### config.mk
export PLATFORM = sky130hd
export DESIGN_NAME = onehot_scan_decoder
export DESIGN_NICKNAME = d
export VERILOG_FILES = /design/src/rtl/onehot_scan_decoder.sv
export SDC_FILE = /design/constraint.sdc
export NUM_CORES = 1
export LEC_CHECK = 0
export ABC_AREA = 1
export CAP_MARGIN = 20
export CORE_UTILIZATION = 49
export DETAILED_ROUTE_END_ITERATION = 10
export GPL_ROUTABILITY_DRIVEN = 1
export GPL_TIMING_DRIVEN = 0
export PLACE_DENSITY = 0.8
export SYNTH_ARGS = -nofsm -noshare
export SYNTH_HDL_FRONTEND = slang
export SYNTH_SLANG_ARGS = --single-unit
export TNS_END_PERCENT = 20
### constraint.sdc
create_clock -name clk -period 2.85 [get_ports clk]
set_input_delay 0.7125 -clock clk [delete_from_list [all_inputs] [get_ports clk]]
set_output_delay 0.7125 -clock clk [all_outputs]
set_load 0.05 [all_outputs]
### src/rtl/onehot_scan_decoder.sv
// Registered binary-to-one-hot decoder with direct-decode and self-running scan modes.
// Build option: define DEC_ACTIVE_LOW_EN to drive out as one-zero (idle/reset value all 1s).
module onehot_scan_decoder #(
    parameter int N     = 3,
    parameter int DWELL = 4
) (
    input  logic              clk,
    input  logic              rst_n,
    input  logic              en,
    input  logic              mode,
    input  logic [N-1:0]      sel,
    input  logic              load,
    output logic [2**N-1:0]   out,
    output logic [N-1:0]      idx,
    output logic              wrap
);

    localparam int OUTS = 2 ** N;
    localparam int CW   = (DWELL > 1) ? $clog2(DWELL) : 1;
    localparam logic [CW-1:0] CNT_LAST = CW'(DWELL - 1);

`ifdef DEC_ACTIVE_LOW_EN
    localparam logic [OUTS-1:0] OUT_IDLE = '1;
`else
    localparam logic [OUTS-1:0] OUT_IDLE = '0;
`endif

    typedef enum logic [1:0] {
        IDLE   = 2'd0,
        DIRECT = 2'd1,
        SCAN   = 2'd2
    } state_t;

    state_t            state;
    state_t            state_nxt;
    logic [CW-1:0]     cnt;
    logic [CW-1:0]     cnt_nxt;
    logic [N-1:0]      idx_nxt;
    logic              wrap_nxt;
    logic [OUTS-1:0]   onehot;
    logic [OUTS-1:0]   out_nxt;

    // Register updates are chosen by the state being entered on this edge,
    // so the outputs of every cycle are consistent with that cycle's state.
    always_comb begin
        state_nxt = IDLE;
        idx_nxt   = idx;
        cnt_nxt   = '0;
        wrap_nxt  = 1'b0;
        onehot    = '0;

        if (en) begin
            state_nxt = mode ? SCAN : DIRECT;
        end

        case (state_nxt)
            DIRECT: idx_nxt = sel;
            SCAN: begin
                // On SCAN entry idx is kept and a fresh dwell starts at 0.
                if (state == SCAN) begin
                    if (load) begin
                        idx_nxt = sel;
                    end else if (cnt == CNT_LAST) begin
                        idx_nxt  = idx + 1'b1;
                        wrap_nxt = (idx == {N{1'b1}});
                    end else begin
                        cnt_nxt = cnt + 1'b1;
                    end
                end
            end
            default: ;
        endcase

        if (state_nxt != IDLE) begin
            onehot[idx_nxt] = 1'b1;
        end

`ifdef DEC_ACTIVE_LOW_EN
        out_nxt = ~onehot;
`else
        out_nxt = onehot;
`endif
    end

    always_ff @(posedge clk or negedge rst_n) begin
        if (!rst_n) begin
            state <= IDLE;
            cnt   <= '0;
            idx   <= '0;
            wrap  <= 1'b0;
            out   <= OUT_IDLE;
        end else begin
            state <= state_nxt;
            cnt   <= cnt_nxt;
            idx   <= idx_nxt;
            wrap  <= wrap_nxt;
            out   <= out_nxt;
        end
    end

endmodule
**Word level (Yosys, flattened, before mapping)**

Index checks and enable logic that the tools add are counted.

- Register bits after elaboration: 16
- Bits of input ports: 8
- Output and inout bits: 12
- Logic and storage cells: 33

- $add $sub $neg: 2
- Order comparisons: 2
- Eq/ne operators: 5
- Muxes and demuxes: 17
- Reduce and logical (&&, ||, !) cells: 2

Operators by type and width:

| kind | count |
|---|---|
| 2-to-1 mux 2 bit | 6 |
| 2-to-1 mux 3 bit | 3 |
| 2-to-1 mux 8 bit | 1 |
| equality test 2 bit, second input constant | 3 |
| one-hot mux 3 bit (2 select lines) | 1 |
| 2-to-1 mux 1 bit | 5 |
| less-than comparator 3 x 4 -> 1 bit, second input constant | 1 |
| adder 3 x 1 -> 3 bit, second input constant | 1 |
| demux 1 bit (select 3 bit) | 1 |
| equality test 3 bit, second input constant | 1 |
| >= comparator 3 x 1 -> 1 bit, second input constant | 1 |
| adder 2 x 1 -> 2 bit, second input constant | 1 |
| equality test 2 x 1 -> 1 bit, second input constant | 1 |
| nonzero test 2 bit | 1 |
| logical AND 1 bit | 1 |

**Depth between registers and ports, before layout**

- Word-level depth: 10
- Mapped depth: 10
- Mapped depth without buffers: 10

**Worst setup path after synthesis**

OpenSTA, ideal clock, no wires.

- Path kind: register -> register
- Start: reg idx[0]
- End: reg out[0]
- Setup time: 0.072 ns
- Arrival time: 1.622 ns
- Data required time: 2.778 ns
- Slack: 1.156 ns
- Stages on the path, launching flop included: 10
- Path buffers: 0
- Period minus slack after synthesis: 1.694 ns
- Cell sequence: dfrtp_1 > ha_1 > ha_1 > inv_1 > nand2_1 > nand3_1 > nand2_1 > a21oi_1 > nand2_1 > nor2_1

- Longest elaborated chain between the ends: 10
- Elaborated cells on any way between the ends: 11
- Those cells by class: add/sub (1); order compare (2); mux (7); reduce/logical (1)

RTL lines:

| element | line | RTL |
|---|---|---|
| from (decl) | 14 | `output logic [N-1:0] idx,` |
| from (signal assigned) | 95 | `idx <= idx_nxt;` |
| adder 3 x 1 -> 3 bit | 64 | `idx_nxt = idx + 1'b1;` |
| 2-to-1 mux 3 bit | 63 | `end else if (cnt == CNT_LAST) begin` |
| 2-to-1 mux 3 bit | 61 | `if (load) begin` |
| 2-to-1 mux 3 bit | 60 | `if (state == SCAN) begin` |
| one-hot mux 3 bit (2 select lines) * | 56 | `case (state_nxt)` |
| less-than comparator 3 x 4 -> 1 bit (implied by the code) / >= comparator 3 x 1 -> 1 bit (equally long branches) | 75 | `onehot[idx_nxt] = 1'b1;` |
| logical AND 1 bit (implied by the code) | 75 |  |
| 2-to-1 mux 1 bit (implied by the code) | 75 |  |
| demux 1 bit (select 3 bit) * | 75 |  |
| 2-to-1 mux 8 bit * | 74 | `if (state_nxt != IDLE) begin` |
| net onehot[0] | 40 | `logic [OUTS-1:0] onehot;` |
| to (signal assigned) | 97 | `out <= out_nxt;` |
| to (decl) | 13 | `output logic [2**N-1:0] out,` |

Mark *: on every way through the listed nets, which the timed path passes. The rest lies on a longest branch.

**Worst setup path in the final report**

- Start: reg idx[1]
- End: out idx[1]

No word-level cell between the ends.

==> run_results.csv <==
group,metric,value,unit
status,outcome,"completed",
global_routing,antenna_found_initial,0,
synth,synth_common_cells,"nand2_1 (24), dfrtp_1 (16), nor2_1 (13)",
worst_setup_path,cp-start-kind,"register",
synth,ys_seq_area_share,53.3,%
worst_setup_path,cp_slowest_cell,"clkdlybuf4s50_1",
sta,max_freq,0.449,GHz
die,start_util,54.9,%
worst_setup_path,end_kind,"primary output",
clock_network,cts_root_buffer,"clkbuf_4",
synth,avgSynthCellArea,8.44,sq um
sta,period_minus_slack,2.23,ns
hold_path,holdCritPathClass,"register to register",
detailed_routing,vias,649,
synth,synthCells,89,
pwr,total_power,0.551,mW
synth,synthArstFlopShare,100,%
clock_network,clkLatencyLatePin,0.29,ns
hold_path,hold_depth,1,
sta,setup_viol,0,
synth,syn_nets,100,
synth,synth_top_area_cell,"dfrtp_1",
worst_setup_path,cp_max_fo,3,
sta,drv_slew,0,
detailed_routing,ant_nets,0,
placed_design,io_buffers,19,
clock_network,cts_resized,0,
sta,finalHoldViolCount,0,
worst_setup_path,cp_cell_sequence,"clkdlybuf4s50_1",
pwr,p_leak,0.497,nW
die,num_rows,13,
layout,n_antenna_cell,0,
sta,timing.hold.ws,0.441,ns
sta,worst_pin_slew,0.705,ns
die,io_pins,20,
clock_network,clkTransAtPathRegs,0.09,ns
global_routing,grt_pass1_wl,2.32,mm
worst_setup_path,r2r_start,"idx[0]$_DFF_PN0_",
worst_setup_path,critPathTopFamily,"buffers and inverters",
layout,final_layout_size_suffix_gt1_share,15.2,%
clock_network,cts_made_buffers,3,
placed_design,dp_hpwl,1.14,mm
flow_run,cap_violations,0,
worst_setup_path,required,2.14,ns
synth,synth_top_area_share,53.3,%
pwr,seqPwrFrac,45.4,%
worst_setup_path,crit_start,"idx[1]$_DFF_PN0_",
global_routing,grt_overflow,0,
synth,synth-edff-count,0,
worst_setup_path,worst-path-buf-inv,1,
pwr,peakVddDrop,0.327,mV
synth,yosysUniqueCellTypes,14,
clock_network,cts_setup_buffers,0,
die,die_x,41.1,um
pwr,p_per_area,554,nW/um^2
die,core,1370,sq um
pwr,combPwrFrac,27.7,%
layout,nets,124,
clock_network,clock-sinks,16,
clock_network,clk_path_buf_depth,2,
detailed_routing,drcViolationCount,0,
worst_setup_path,worstSetupPathType,"register to primary output",
detailed_routing,route.detailed.wl_per_inst,11.2,um
global_routing,grt_pass1_vias,548,
clock_network,cts_tree,"yes",
synth,yosysMostFrequentCell,"nand2_1",
die,die-area,1690,sq um
worst_setup_path,endpoint,"idx[1]",
clock_network,htree_num_levels,1,
detailed_routing,dr.pass1.iters,4,
die,die_h,41.1,um
detailed_routing,via_per_inst,5.11,
worst_setup_path,worstPathArrival,1.51,ns
pwr,p_int,0.370,mW
detailed_routing,wirelength,1.43,mm
worst_setup_path,cpPeakStageDelay,0.82,ns
worst_setup_path,ff2ff_setup_slack,1.27,ns
worst_setup_path,r2r_cells,9,
layout,fill_cells,122,
worst_setup_path,worst-path-stages,1,
global_routing,grt_max_degree,17,
global_routing,grt.total_usage,21.3,%
pwr,p_sw_share,32.9,%
sta,slew_headroom,52.8,%
synth,synth.area.top_cells,"dfrtp_1 (53%), nand2_1 (12%), nor2_1 (6.5%)",
pwr,pwr-share-clk,26.9,%
layout,fin_util,72.9,%
placed_design,gp_congestion,0.808,
detailed_routing,drtIter0Drc,12,
sta,fin_setup_tns,0,ns
sta,period_share,78.1,%
synth,syn_area,751,sq um
sta,finClkSkew,0.00258,ns
pwr,p_sw,0.182,mW
clock_network,hold_buffers,0,
worst_setup_path,r2r_end,"out[1]$_DFF_PN0_",
synth,ys_warn_count,0,
sta,grt_setup_unrepaired,"false",
synth,synthFlopType,"dfrtp_1",
synth,ys_ff_latch,16,
layout,area_growth_syn_to_layout,32.7,%
registers in the layout, summed over array words and instances, names as in the netlist:
name / count
out: 8
idx: 3
cnt: 2
state: 2
wrap: 1
cell usage in the layout, fill, tap and decap left out, drive strengths merged:
cell type       n
ha              3
nand3           4
clkbuf          4
nand4           1
a21boi          1
a21oi           6
dfrtp          16
clkdlybuf4s50  19
nor2           14
nand2          26
o21ai           3
inv            15
through the flow:
stage / setup WS (ns) / area (sq um) / std cells
floorplan: 1.16 / 751 / 89
global placement: 0.740 / 960 / 123
detailed placement: 0.746 / 960 / 123
CTS: 0.610 / 996 / 127
global route: 0.571 / 996 / 127
finish: 0.624 / 996 / 127
layer usage:
layer  part of all wire, %  global-route usage (%)
met1                    46                    27.9
met2                    49                    34.0
met3                   3.7                    3.26
met4                   1.3                    9.68
met5                     0                       0
area by class of cell:
cell class | count | area [sq um] | share of cell area [%]
sequential | 16 | 400 | 40.2
multi-input combinational | 58 | 294 | 29.5
timing repair buffer | 19 | 190 | 19.1
inverter | 15 | 56.3 | 5.65
clock buffer | 4 | 36.3 | 3.64
tap | 15 | 18.8 | 1.88
power groups by stage:
stage	registers, mW	clock network [mW]	logic, mW
2_1_floorplan	0.301	0	0.0515
3_3_place_gp	0.254	0	0.149
3_5_place_dp	0.255	0	0.153
4_1_cts	0.251	0.151	0.153
5_1_grt	0.252	0.164	0.168
6_report	0.250	0.148	0.153
how the worst min path moves through the flow:
stage                                 from                to  slack, ns
after floorplan           cnt[0]$_DFF_PN0_  cnt[0]$_DFF_PN0_       0.41
after global placement    cnt[0]$_DFF_PN0_  cnt[0]$_DFF_PN0_       0.42
after detailed placement  cnt[0]$_DFF_PN0_  cnt[0]$_DFF_PN0_       0.43
after CTS                 cnt[0]$_DFF_PN0_  cnt[0]$_DFF_PN0_       0.44
after global routing      cnt[0]$_DFF_PN0_  cnt[0]$_DFF_PN0_       0.45
final                     cnt[0]$_DFF_PN0_  cnt[0]$_DFF_PN0_       0.44
cell families after synthesis:
logic type / synth area share [%]
compound gates: 9.00
fa+ha+maj: 5.00
buf+inv: 7.50
flops: 53.3
simple gates: 25.2
No activity file was read; power rests on OpenSTA's default activity.
